`src/rtl/serial_word_queue.sv`:
```
// serial_word_queue: bit-serial receiver that assembles DATA_W-bit words and
// queues them in a DEPTH-entry FIFO. All strobes are slow levels; each one is
// synchronised and turned into a single rising-edge event.
`timescale 1ns/1ps
module serial_word_queue #(
    parameter int DATA_W    = 8,
    parameter int DEPTH     = 8,
    parameter bit LSB_FIRST = 1'b1
) (
    input  logic                         clock_1MHz,
    input  logic                         rst,
    input  logic                         data_in,
    input  logic                         write_in,
    input  logic                         enqueue_in,
    input  logic                         dequeue_in,
    output logic                         status_out,
    output logic [DATA_W-1:0]            data_out,
    output logic [$clog2(DEPTH+1)-1:0]   len_out,
    output logic                         full_out,
    output logic                         empty_out,
    output logic                         err_out
);

    localparam int LEN_W = $clog2(DEPTH + 1);
    localparam int PTR_W = $clog2(DEPTH);
    localparam int BIT_W = $clog2(DATA_W);
    localparam logic [PTR_W-1:0] PTR_LAST = PTR_W'(DEPTH - 1);
    localparam logic [BIT_W-1:0] BIT_LAST = BIT_W'(DATA_W - 1);
    localparam logic [LEN_W-1:0] LEN_FULL = LEN_W'(DEPTH);

    typedef enum logic [0:0] {
        ST_RX   = 1'b0,
        ST_HOLD = 1'b1
    } state_t;

    // Pointer advance with explicit wrap so non-power-of-two depths work.
    function automatic logic [PTR_W-1:0] ptr_next(input logic [PTR_W-1:0] p);
        logic [PTR_W-1:0] n;
        if (p == PTR_LAST) begin
            n = {PTR_W{1'b0}};
        end else begin
            n = p + PTR_W'(1);
        end
        return n;
    endfunction

    // Input bundle order: {dequeue, enqueue, write, data}
    logic [3:0]        sync1_r;
    logic [3:0]        sync2_r;
    logic [2:0]        prev_r;

    state_t            state_r;
    logic              status_r;
    logic [BIT_W-1:0]  bit_cnt_r;
    logic [DATA_W-1:0] shift_r;

    logic [DATA_W-1:0] mem_r [DEPTH];
    logic [PTR_W-1:0]  head_r;
    logic [PTR_W-1:0]  tail_r;
    logic [LEN_W-1:0]  len_r;
    logic              full_r;
    logic              empty_r;
    logic              err_r;
    logic [DATA_W-1:0] data_r;

    logic              bit_s;
    logic              wr_ev_s;
    logic              enq_ev_s;
    logic              deq_ev_s;
    logic              push_ok_s;
    logic              push_rej_s;
    logic              pop_ok_s;
    logic              pop_err_s;
    logic [LEN_W-1:0]  len_nxt_s;
    logic [BIT_W-1:0]  bit_idx_s;

    // Two-flop synchroniser plus previous-value register for edge detection.
    always_ff @(posedge clock_1MHz or posedge rst) begin
        if (rst) begin
            sync1_r <= 4'b0000;
            sync2_r <= 4'b0000;
            prev_r  <= 3'b000;
        end else begin
            sync1_r <= {dequeue_in, enqueue_in, write_in, data_in};
            sync2_r <= sync1_r;
            prev_r  <= sync2_r[3:1];
        end
    end

    assign bit_s    = sync2_r[0];
    assign wr_ev_s  = sync2_r[1] & ~prev_r[0];
    assign enq_ev_s = sync2_r[2] & ~prev_r[1];
    assign deq_ev_s = sync2_r[3] & ~prev_r[2];

    // Push/pop qualification, all judged against the pre-cycle occupancy.
    always_comb begin
        push_ok_s  = 1'b0;
        push_rej_s = 1'b0;
        pop_ok_s   = 1'b0;
        pop_err_s  = 1'b0;
        if (deq_ev_s) begin
            pop_ok_s  = ~empty_r;
            pop_err_s = empty_r;
        end else begin
            pop_ok_s  = 1'b0;
            pop_err_s = 1'b0;
        end
        if (enq_ev_s && (state_r == ST_HOLD)) begin
            push_ok_s  = ~full_r | deq_ev_s;
            push_rej_s = full_r & ~deq_ev_s;
        end else begin
            push_ok_s  = 1'b0;
            push_rej_s = 1'b0;
        end
    end

    // Next occupancy from the up/down counter.
    always_comb begin
        len_nxt_s = len_r;
        if (push_ok_s && !pop_ok_s) begin
            len_nxt_s = len_r + LEN_W'(1);
        end else if (pop_ok_s && !push_ok_s) begin
            len_nxt_s = len_r - LEN_W'(1);
        end else begin
            len_nxt_s = len_r;
        end
    end

    // Destination bit of the current serial bit within the word.
    always_comb begin
        bit_idx_s = bit_cnt_r;
        if (LSB_FIRST) begin
            bit_idx_s = bit_cnt_r;
        end else begin
            bit_idx_s = BIT_LAST - bit_cnt_r;
        end
    end

    // Receiver FSM: collect DATA_W bits, then hold the word until it is queued.
    always_ff @(posedge clock_1MHz or posedge rst) begin
        if (rst) begin
            state_r   <= ST_RX;
            status_r  <= 1'b1;
            bit_cnt_r <= {BIT_W{1'b0}};
            shift_r   <= {DATA_W{1'b0}};
        end else begin
            case (state_r)
                ST_RX: begin
                    if (wr_ev_s) begin
                        shift_r[bit_idx_s] <= bit_s;
                        if (bit_cnt_r == BIT_LAST) begin
                            bit_cnt_r <= {BIT_W{1'b0}};
                            state_r   <= ST_HOLD;
                            status_r  <= 1'b0;
                        end else begin
                            bit_cnt_r <= bit_cnt_r + BIT_W'(1);
                        end
                    end
                end
                ST_HOLD: begin
                    if (push_ok_s) begin
                        state_r  <= ST_RX;
                        status_r <= 1'b1;
                    end
                end
                default: begin
                    state_r   <= ST_RX;
                    status_r  <= 1'b1;
                    bit_cnt_r <= {BIT_W{1'b0}};
                end
            endcase
        end
    end

    // Word storage; stale entries are unreachable once the pointers reset.
    always_ff @(posedge clock_1MHz) begin
        if (push_ok_s) begin
            mem_r[tail_r] <= shift_r;
        end
    end

    // Queue pointers, occupancy flags, popped word and sticky error.
    always_ff @(posedge clock_1MHz or posedge rst) begin
        if (rst) begin
            head_r  <= {PTR_W{1'b0}};
            tail_r  <= {PTR_W{1'b0}};
            len_r   <= {LEN_W{1'b0}};
            full_r  <= 1'b0;
            empty_r <= 1'b1;
            err_r   <= 1'b0;
            data_r  <= {DATA_W{1'b0}};
        end else begin
            if (push_ok_s) begin
                tail_r <= ptr_next(tail_r);
            end
            if (pop_ok_s) begin
                data_r <= mem_r[head_r];
                head_r <= ptr_next(head_r);
            end
            if (push_rej_s || pop_err_s) begin
                err_r <= 1'b1;
            end
            len_r   <= len_nxt_s;
            full_r  <= (len_nxt_s == LEN_FULL);
            empty_r <= (len_nxt_s == {LEN_W{1'b0}});
        end
    end

    assign status_out = status_r;
    assign data_out   = data_r;
    assign len_out    = len_r;
    assign full_out   = full_r;
    assign empty_out  = empty_r;
    assign err_out    = err_r;

endmodule

```
`config.mk`:
```
export PLATFORM = sky130hd
export DESIGN_NAME = serial_word_queue
export DESIGN_NICKNAME = d
export VERILOG_FILES = /design/src/rtl/serial_word_queue.sv
export SDC_FILE = /design/constraint.sdc
export NUM_CORES = 1
export LEC_CHECK = 0
export CORE_ASPECT_RATIO = 1.1
export CORE_MARGIN = 1.5
export CORE_UTILIZATION = 50
export DETAILED_ROUTE_END_ITERATION = 10
export GPL_TIMING_DRIVEN = 1
export HOLD_SLACK_MARGIN = 0.1
export PLACE_DENSITY = 0.71
export SYNTH_ARGS = -nofsm -noshare
export SYNTH_HDL_FRONTEND = slang
export SYNTH_SLANG_ARGS = --single-unit
export TNS_END_PERCENT = 5
```
`constraint.sdc`:
```
create_clock -name clock_1MHz -period 3.15 [get_ports clock_1MHz]
set_clock_uncertainty 0.15 [all_clocks]
set_input_delay 0.63 -clock clock_1MHz [delete_from_list [all_inputs] [get_ports clock_1MHz]]
set_output_delay 0.63 -clock clock_1MHz [all_outputs]
set_load 0.02 [all_outputs]
```
* Word-level counts from Yosys, hierarchy flattened
Memory sizes are Yosys's and may differ from the RTL's. A register that Yosys moved wholly into a read port is not among the register bits.
Cells that the tools add are included.
Widths: inputs -> output; s select.
** Storage, ports and cells
- Memories :: 1
- Flip-flop bits (word level) :: 37
- Logic and storage cells :: 72
- Output and inout bits :: 16
- Memory bits (writable) :: 64
** Memories
- mem_r :: words 8, bits a word 8, read ports 1, clocked after Yosys merged registers in 1, wr ports 1, line 57 : logic [DATA_W-1:0] mem_r [DEPTH];
** Cells by class
- $add $sub $neg :: 5
- Eq/ne operators :: 7
- Order comparisons :: 2
- Reductions and logical operators :: 10
- Mux-type cells :: 22
- Bitwise gates (word level) :: 12
** Operator list (number)
- $mux 1 :: 13
- $add 3x1->3 const B :: 3
- $eq 3x3->1 const B :: 3
- $mux 3 :: 3
- $bwmux 8 :: 1
- $mux 4 :: 2
- $not 1->1 :: 7
- $add 4x1->4 const B :: 1
- $and 1x1->1 :: 4
- $eq 4x4->1 const B :: 1
- $logic_and 1x1->1 :: 4
- $logic_not 4->1 :: 1
- $lt 3x4->1 const B :: 1
- $ne 2x2->1 const B :: 2
- $pmux 1 s2 :: 2
- $sub 4x1->4 const B :: 1
- $demux 1 s3 :: 1
- $ge 3x1->1 const B :: 1
- $reduce_and 3->1 :: 1
- $logic_not 1->1 :: 2
- $ne 2x1->1 const B :: 1
- $reduce_and 2->1 :: 1
- $logic_or 1x1->1 :: 1
- $or 1x1->1 :: 1

* Longest topological paths before layout
- Depth after elaboration :: 9
- Gate-level depth with buffers :: 5

* Least setup slack after synthesis
OpenSTA, ideal clock, no wires.
- Path kind :: register -> register
- Start :: reg prev_r[1]
- End :: mem mem_r[2][0] (enable)
- Setup slack :: 0.625 ns
- Buffers on the path :: 1
- Cell stages (with the launch flop) :: 5
- Arrival time :: 1.977 ns
- Setup time :: 0.398 ns
- Required time :: 2.602 ns
- Clock period less this slack :: 2.525 ns
- Cells stage by stage :: dfrtp_1 nand3b_2 a21o_1 clkbuf_1 nor4b_1
** On the way
- Word-level cells in the longest chain between the ends :: 6
** Ends and longest elaborated chain
- from (decl) :: line 50 : logic [2:0] prev_r;
- from (signal assigned) :: line 86 : prev_r <= sync2_r[3:1];
- $not 1->1 :: line 92 : assign enq_ev_s = sync2_r[2] & ~prev_r[1];
- $and 1x1->1 :: line 92
- $logic_and 1x1->1 :: line 108 : if (enq_ev_s && (state_r == ST_HOLD)) begin
- $mux 1 :: line 108
- $mux 1 :: line 177 : if (push_ok_s) begin
- $mux 1 (implied by the code) :: line 178 : mem_r[tail_r] <= shift_r;
- to (decl) :: line 57
Every way passes these cells.

* Worst setup path after layout
- Start :: reg prev_r[1]
- End :: mem mem_r[7][7] (enable)
The elaborated chain is that of the path after synthesis.

==> impl_results.md <==
* Most area-consuming cells after synthesis: sky130_fd_sc_hd__edfxtp_1 (44%), sky130_fd_sc_hd__dfrtp_1 (25%), sky130_fd_sc_hd__mux4_2 (8.3%)
* Critical path destination: mem_r[7][7]$_DFFE_PP_
* Detail-routed net length per standard cell at 16.86 um
* H-Tree Level Count at 3
* Number of buffers added by the clock tree synthesis step at 9
* Die Ht at 100.6 um
* Outcome: finished clean
* Detailed Route Iter0 Violations at 194
* Register-to-register setup slack at 710 ps
* Post-synthesis mux area share at 13.05%
* CP startpoint: prev_r[1]$_DFF_PP0_
* Synthesis warning total at 0
* Combinational share of power at 27.1%
* M1 wire length at 3341 um
* Layout Nets at 308
* Met3 Wirelength at 231 um
* Setup repair after global routing missed its margin: no
* Kind of start point of the critical path: flip-flop
* Uppermost layer routed: met4
* Post-Synth Simple-Gate Area at 7.781%
* Final hold violation count at 0
* Clock Sinks at 109
* Number of buffers on the longest clock path at 2
* Post_cts resized at 0
* Number of antenna repair diodes at 0
* Instance count after placement with tap cells included at 394
* Critical-path cell list: nand3b_2 -> a21oi_1 -> nand2_1 -> nor2_1
* Leakage power total at 1.806 nW
* Share of cells above drive strength 1 at 20.40%
* Count of pins over their slew limit at 0
* Proportion of power drawn by the clock network at 18.3%
* Worst stage delay on the critical path at 590 ps
* Endpoint of the most critical register-to-register path: mem_r[7][7]$_DFFE_PP_
* Horizontal die dimension at 91.68 um
* Global placement routability congestion at 0.7684
* Synthesized area at 4325 um2
* Post-synthesis adder-cell area fraction at 2.314%
* Global route overflow at 0
* Total vias in the final route at 2270
* Setup violations, final at 0
* Maximum net fanout on the critical path at 9
* Fmax at 410.6 MHz
* Ratio of final minimum period to clock period at 77.32%
* Number of storage elements in the synthesis netlist at 109
* Insertion delay of the later-clocked pin in the worst-skew pair at 360 ps
* Post-DP HPWL at 4629 um
* Worst-case headroom to the max-slew limit at 46.59%
* Fraction of synthesis flops using an asynchronous set or reset pin at 41.28%
* Average size of a mapped cell at 16.57 um2
* Starting density of the core at 51.44%
* Proportion of netlist area held by the largest area contributor at 44.43%
* Setup bufs post-CTS at 0
* Switching power of the nets at 0.001324 W
* Highest-delay cell along the critical path: sky130_fd_sc_hd__nor2_1
* Buf/Inv on CP at 0
* Core ar. at 8408 um2
* Post-layout min period at 2436 ps
* Largest family of logic cells by synthesized area: multiplexers
* Dominant synthesized flop cell: sky130_fd_sc_hd__edfxtp_1
* CP Data Arrival Time at 2270 ps
* Number of cells in the finished layout apart from fillers at 410
* Via-to-Cell Ratio at 5.537
* Share of power burned in registers at 54.5%
* Kind of capture point of the worst setup path: flip-flop
* CP top delay family: simple AND/OR/NAND/NOR gates
* Cell type with the highest aggregate area in the netlist: sky130_fd_sc_hd__edfxtp_1
* Internal at 0.002751 W
* Worst Max-Slew Pin Slew at 801.1 ps
* Antenna-violating nets left at 0
* Number of antenna violations at the first check in global routing at 0
* Sequential cell area fraction in the yosys report at 70.52%
* Area enclosed by the die boundary at 9218 um2
* Max VDD drop at 0.3917 mV
* Reg clk slew, reported paths at 100 ps
* Parity-gate share of the synthesized area counting xor and xnor cells at 0.2025%
* Library cell used as clock root buffer: sky130_fd_sc_hd__clkbuf_8
* Detailed-routing iteration count for the pre-antenna-repair pass at 6
* Total Routing Usage GR at 16.19%
* Number of rows in the core area at 35
* Number of instances in the synthesized netlist at 261
* Crit path depth at 4
* Critical path class: flip-flop to flip-flop
* Fillcell total at 663
* Max_cap viols at 0
* TritonCTS clock tree: built
* Worst endpoint required time at 2990 ps
* Top-Level Pins at 22
* Switching part of the total power at 32.49%
* Power per standard cell area at 834.4 nW/um2
* Origin of the critical flop-to-flop path: prev_r[1]$_DFF_PP0_
* Net count after synthesis at 275
* Class of the tightest hold or removal check: flip-flop to flip-flop
* Maximum number of pins on one net before global-route repair at 30
* R2R cell count at 4
* First-pass GRT wire length at 11200 um
* Sum of negative setup slack at 0 ps
* Count of unresolved DRC violations after routing at 0
* Synthesis-to-finish area growth at 12.90%
* Number of global-route vias before repair at 2141
* Number of synthesized flops with an enable pin at 64
* Library cells used by synthesis at 45
* Final wirelength at 6912 um
* Buffers added on ports at 21
* Synthesized-area fraction occupied by ao, oa, aoi and oai cells at 4.657%
* Detailed-routed wire length on met2 at 3292 um
* Count of hold buffers inserted by post-cts repair at 0
## worst min-delay path by stage
stage,from,to,slack [ps],cells after the start
floorplan,sync1_r[0]$_DFF_PP0_,sync2_r[0]$_DFF_PP0_,180,0
global placement,sync1_r[1]$_DFF_PP0_,sync2_r[1]$_DFF_PP0_,180,0
detailed placement,sync1_r[2]$_DFF_PP0_,sync2_r[2]$_DFF_PP0_,190,0
CTS,sync1_r[2]$_DFF_PP0_,sync2_r[2]$_DFF_PP0_,210,0
global route,sync1_r[2]$_DFF_PP0_,sync2_r[2]$_DFF_PP0_,210,0
finish,sync1_r[2]$_DFF_PP0_,sync2_r[2]$_DFF_PP0_,210,0
## per-layer routing
layer | vias to the layer above | GRT usage [%]
li1 | 1076 | -
met1 | 1141 | 23.32
met2 | 48 | 25.03
met3 | 5 | 3.394
met4 | 0 | 5.048
met5 | - | 0
## cells in the mapped netlist (2+ instances only)
master	n
sky130_fd_sc_hd__edfxtp_1	64
sky130_fd_sc_hd__dfrtp_1	43
sky130_fd_sc_hd__nand2_1	29
sky130_fd_sc_hd__mux4_2	16
sky130_fd_sc_hd__mux2_2	11
sky130_fd_sc_hd__o21ai_0	9
sky130_fd_sc_hd__ha_1	8
sky130_fd_sc_hd__mux2i_1	8
sky130_fd_sc_hd__nor3_1	7
sky130_fd_sc_hd__inv_1	6
sky130_fd_sc_hd__nand3_1	6
sky130_fd_sc_hd__a21o_1	4
sky130_fd_sc_hd__clkbuf_1	4
sky130_fd_sc_hd__nor2_1	4
sky130_fd_sc_hd__a21oi_1	3
sky130_fd_sc_hd__buf_2	3
sky130_fd_sc_hd__nor2b_1	3
sky130_fd_sc_hd__dfstp_2	2
sky130_fd_sc_hd__nand4_1	2
sky130_fd_sc_hd__nor3b_1	2
sky130_fd_sc_hd__nor3b_2	2
sky130_fd_sc_hd__nor4b_1	2
## worst register-to-register path, delay by kind of cell (launching register included)
family / cells / cell delay, ps
DFF: 1 / 360
AOI/OAI and AO/OA: 1 / 480
and+or+nand+nor: 3 / 1080
## power groups by stage
stage               clock [W]  combinational (W)  sequential, W
floorplan                   0           0.000745        0.00220
global placement            0            0.00109        0.00223
detailed placement          0            0.00112        0.00225
CTS                  0.000774            0.00112        0.00222
global route         0.000838            0.00121        0.00227
finish               0.000747            0.00111        0.00222
## stage by stage
stage | utilization [%] | total power (W) | worst slack (ps) | hold WS, ps | area, um2
final | 58.08 | 0.004075 | 714.3 | 205.9 | 4883
after global placement | 56.00 | 0.003323 | 869.4 | 184.1 | 4708
after global routing | 58.08 | 0.004325 | 524.8 | 213.5 | 4883
after detailed placement | 56.00 | 0.003376 | 717.3 | 185.5 | 4708
after CTS | 58.08 | 0.004119 | 690.1 | 208.2 | 4883
after floorplan | - | 0.002949 | 624.8 | 181.2 | 4325
## cell type report
cell class              instances  area (um2)  share of cell area (%)
clock buffers                   9       123.9                   2.537
clock inverters                 7       51.30                   1.050
inverters                       6       22.52                  0.4612
multi-input cells             137        1211                   24.80
flip-flops and latches        109        3050                   62.46
well taps                     111       138.9                   2.844
repair buffers                 31       285.3                   5.842
## logic make-up after synthesis
| group | Yosys count |
|---|---|
| xor gates and xnor gates | 1 |
| adders and majority gates | 8 |
| AOI/OAI and AO/OA | 28 |
| muxes | 35 |
| and+or+nand+nor | 65 |
| DFF | 109 |
| buffers and inverters | 15 |
## flip-flops by register name (all words and copies together), names as in the netlist, 3 cells and up
register and cells:
bit_cnt_r 3, data_out 8, head_r 3, len_out 4, mem_r 64, prev_r 3, shift_r 8, sync1_r 4
sync2_r 4, tail_r 3
## placed cells by master (no fill, tap or decap), types with 2 or more instances in the layout
| cell type | Yosys | layout |
|---|---|---|
| sky130_fd_sc_hd__o21ai_0 | 9 | 9 |
| sky130_fd_sc_hd__clkinv_4 | 0 | 3 |
| sky130_fd_sc_hd__nand4_1 | 2 | 2 |
| sky130_fd_sc_hd__clkbuf_8 | 0 | 9 |
| sky130_fd_sc_hd__a21o_1 | 4 | 4 |
| sky130_fd_sc_hd__dfstp_2 | 2 | 2 |
| sky130_fd_sc_hd__mux2_2 | 11 | 11 |
| sky130_fd_sc_hd__nor2_1 | 4 | 4 |
| sky130_fd_sc_hd__nand3_1 | 6 | 6 |
| sky130_fd_sc_hd__nor3_1 | 7 | 7 |
| sky130_fd_sc_hd__nor2b_1 | 3 | 3 |
| sky130_fd_sc_hd__nand2_1 | 29 | 29 |
| sky130_fd_sc_hd__inv_1 | 6 | 5 |
| sky130_fd_sc_hd__nor3b_1 | 2 | 2 |
| sky130_fd_sc_hd__buf_4 | 1 | 10 |
| sky130_fd_sc_hd__edfxtp_1 | 64 | 64 |
| sky130_fd_sc_hd__a21oi_1 | 3 | 3 |
| sky130_fd_sc_hd__mux4_2 | 16 | 16 |
| sky130_fd_sc_hd__nor3b_2 | 2 | 2 |
| sky130_fd_sc_hd__clkdlybuf4s50_1 | 0 | 21 |
| sky130_fd_sc_hd__ha_1 | 8 | 8 |
| sky130_fd_sc_hd__mux2i_1 | 8 | 8 |
| sky130_fd_sc_hd__dfrtp_1 | 43 | 43 |
| sky130_fd_sc_hd__nor4b_1 | 2 | 2 |
Note: power is estimated with default switching activity, not from simulation.
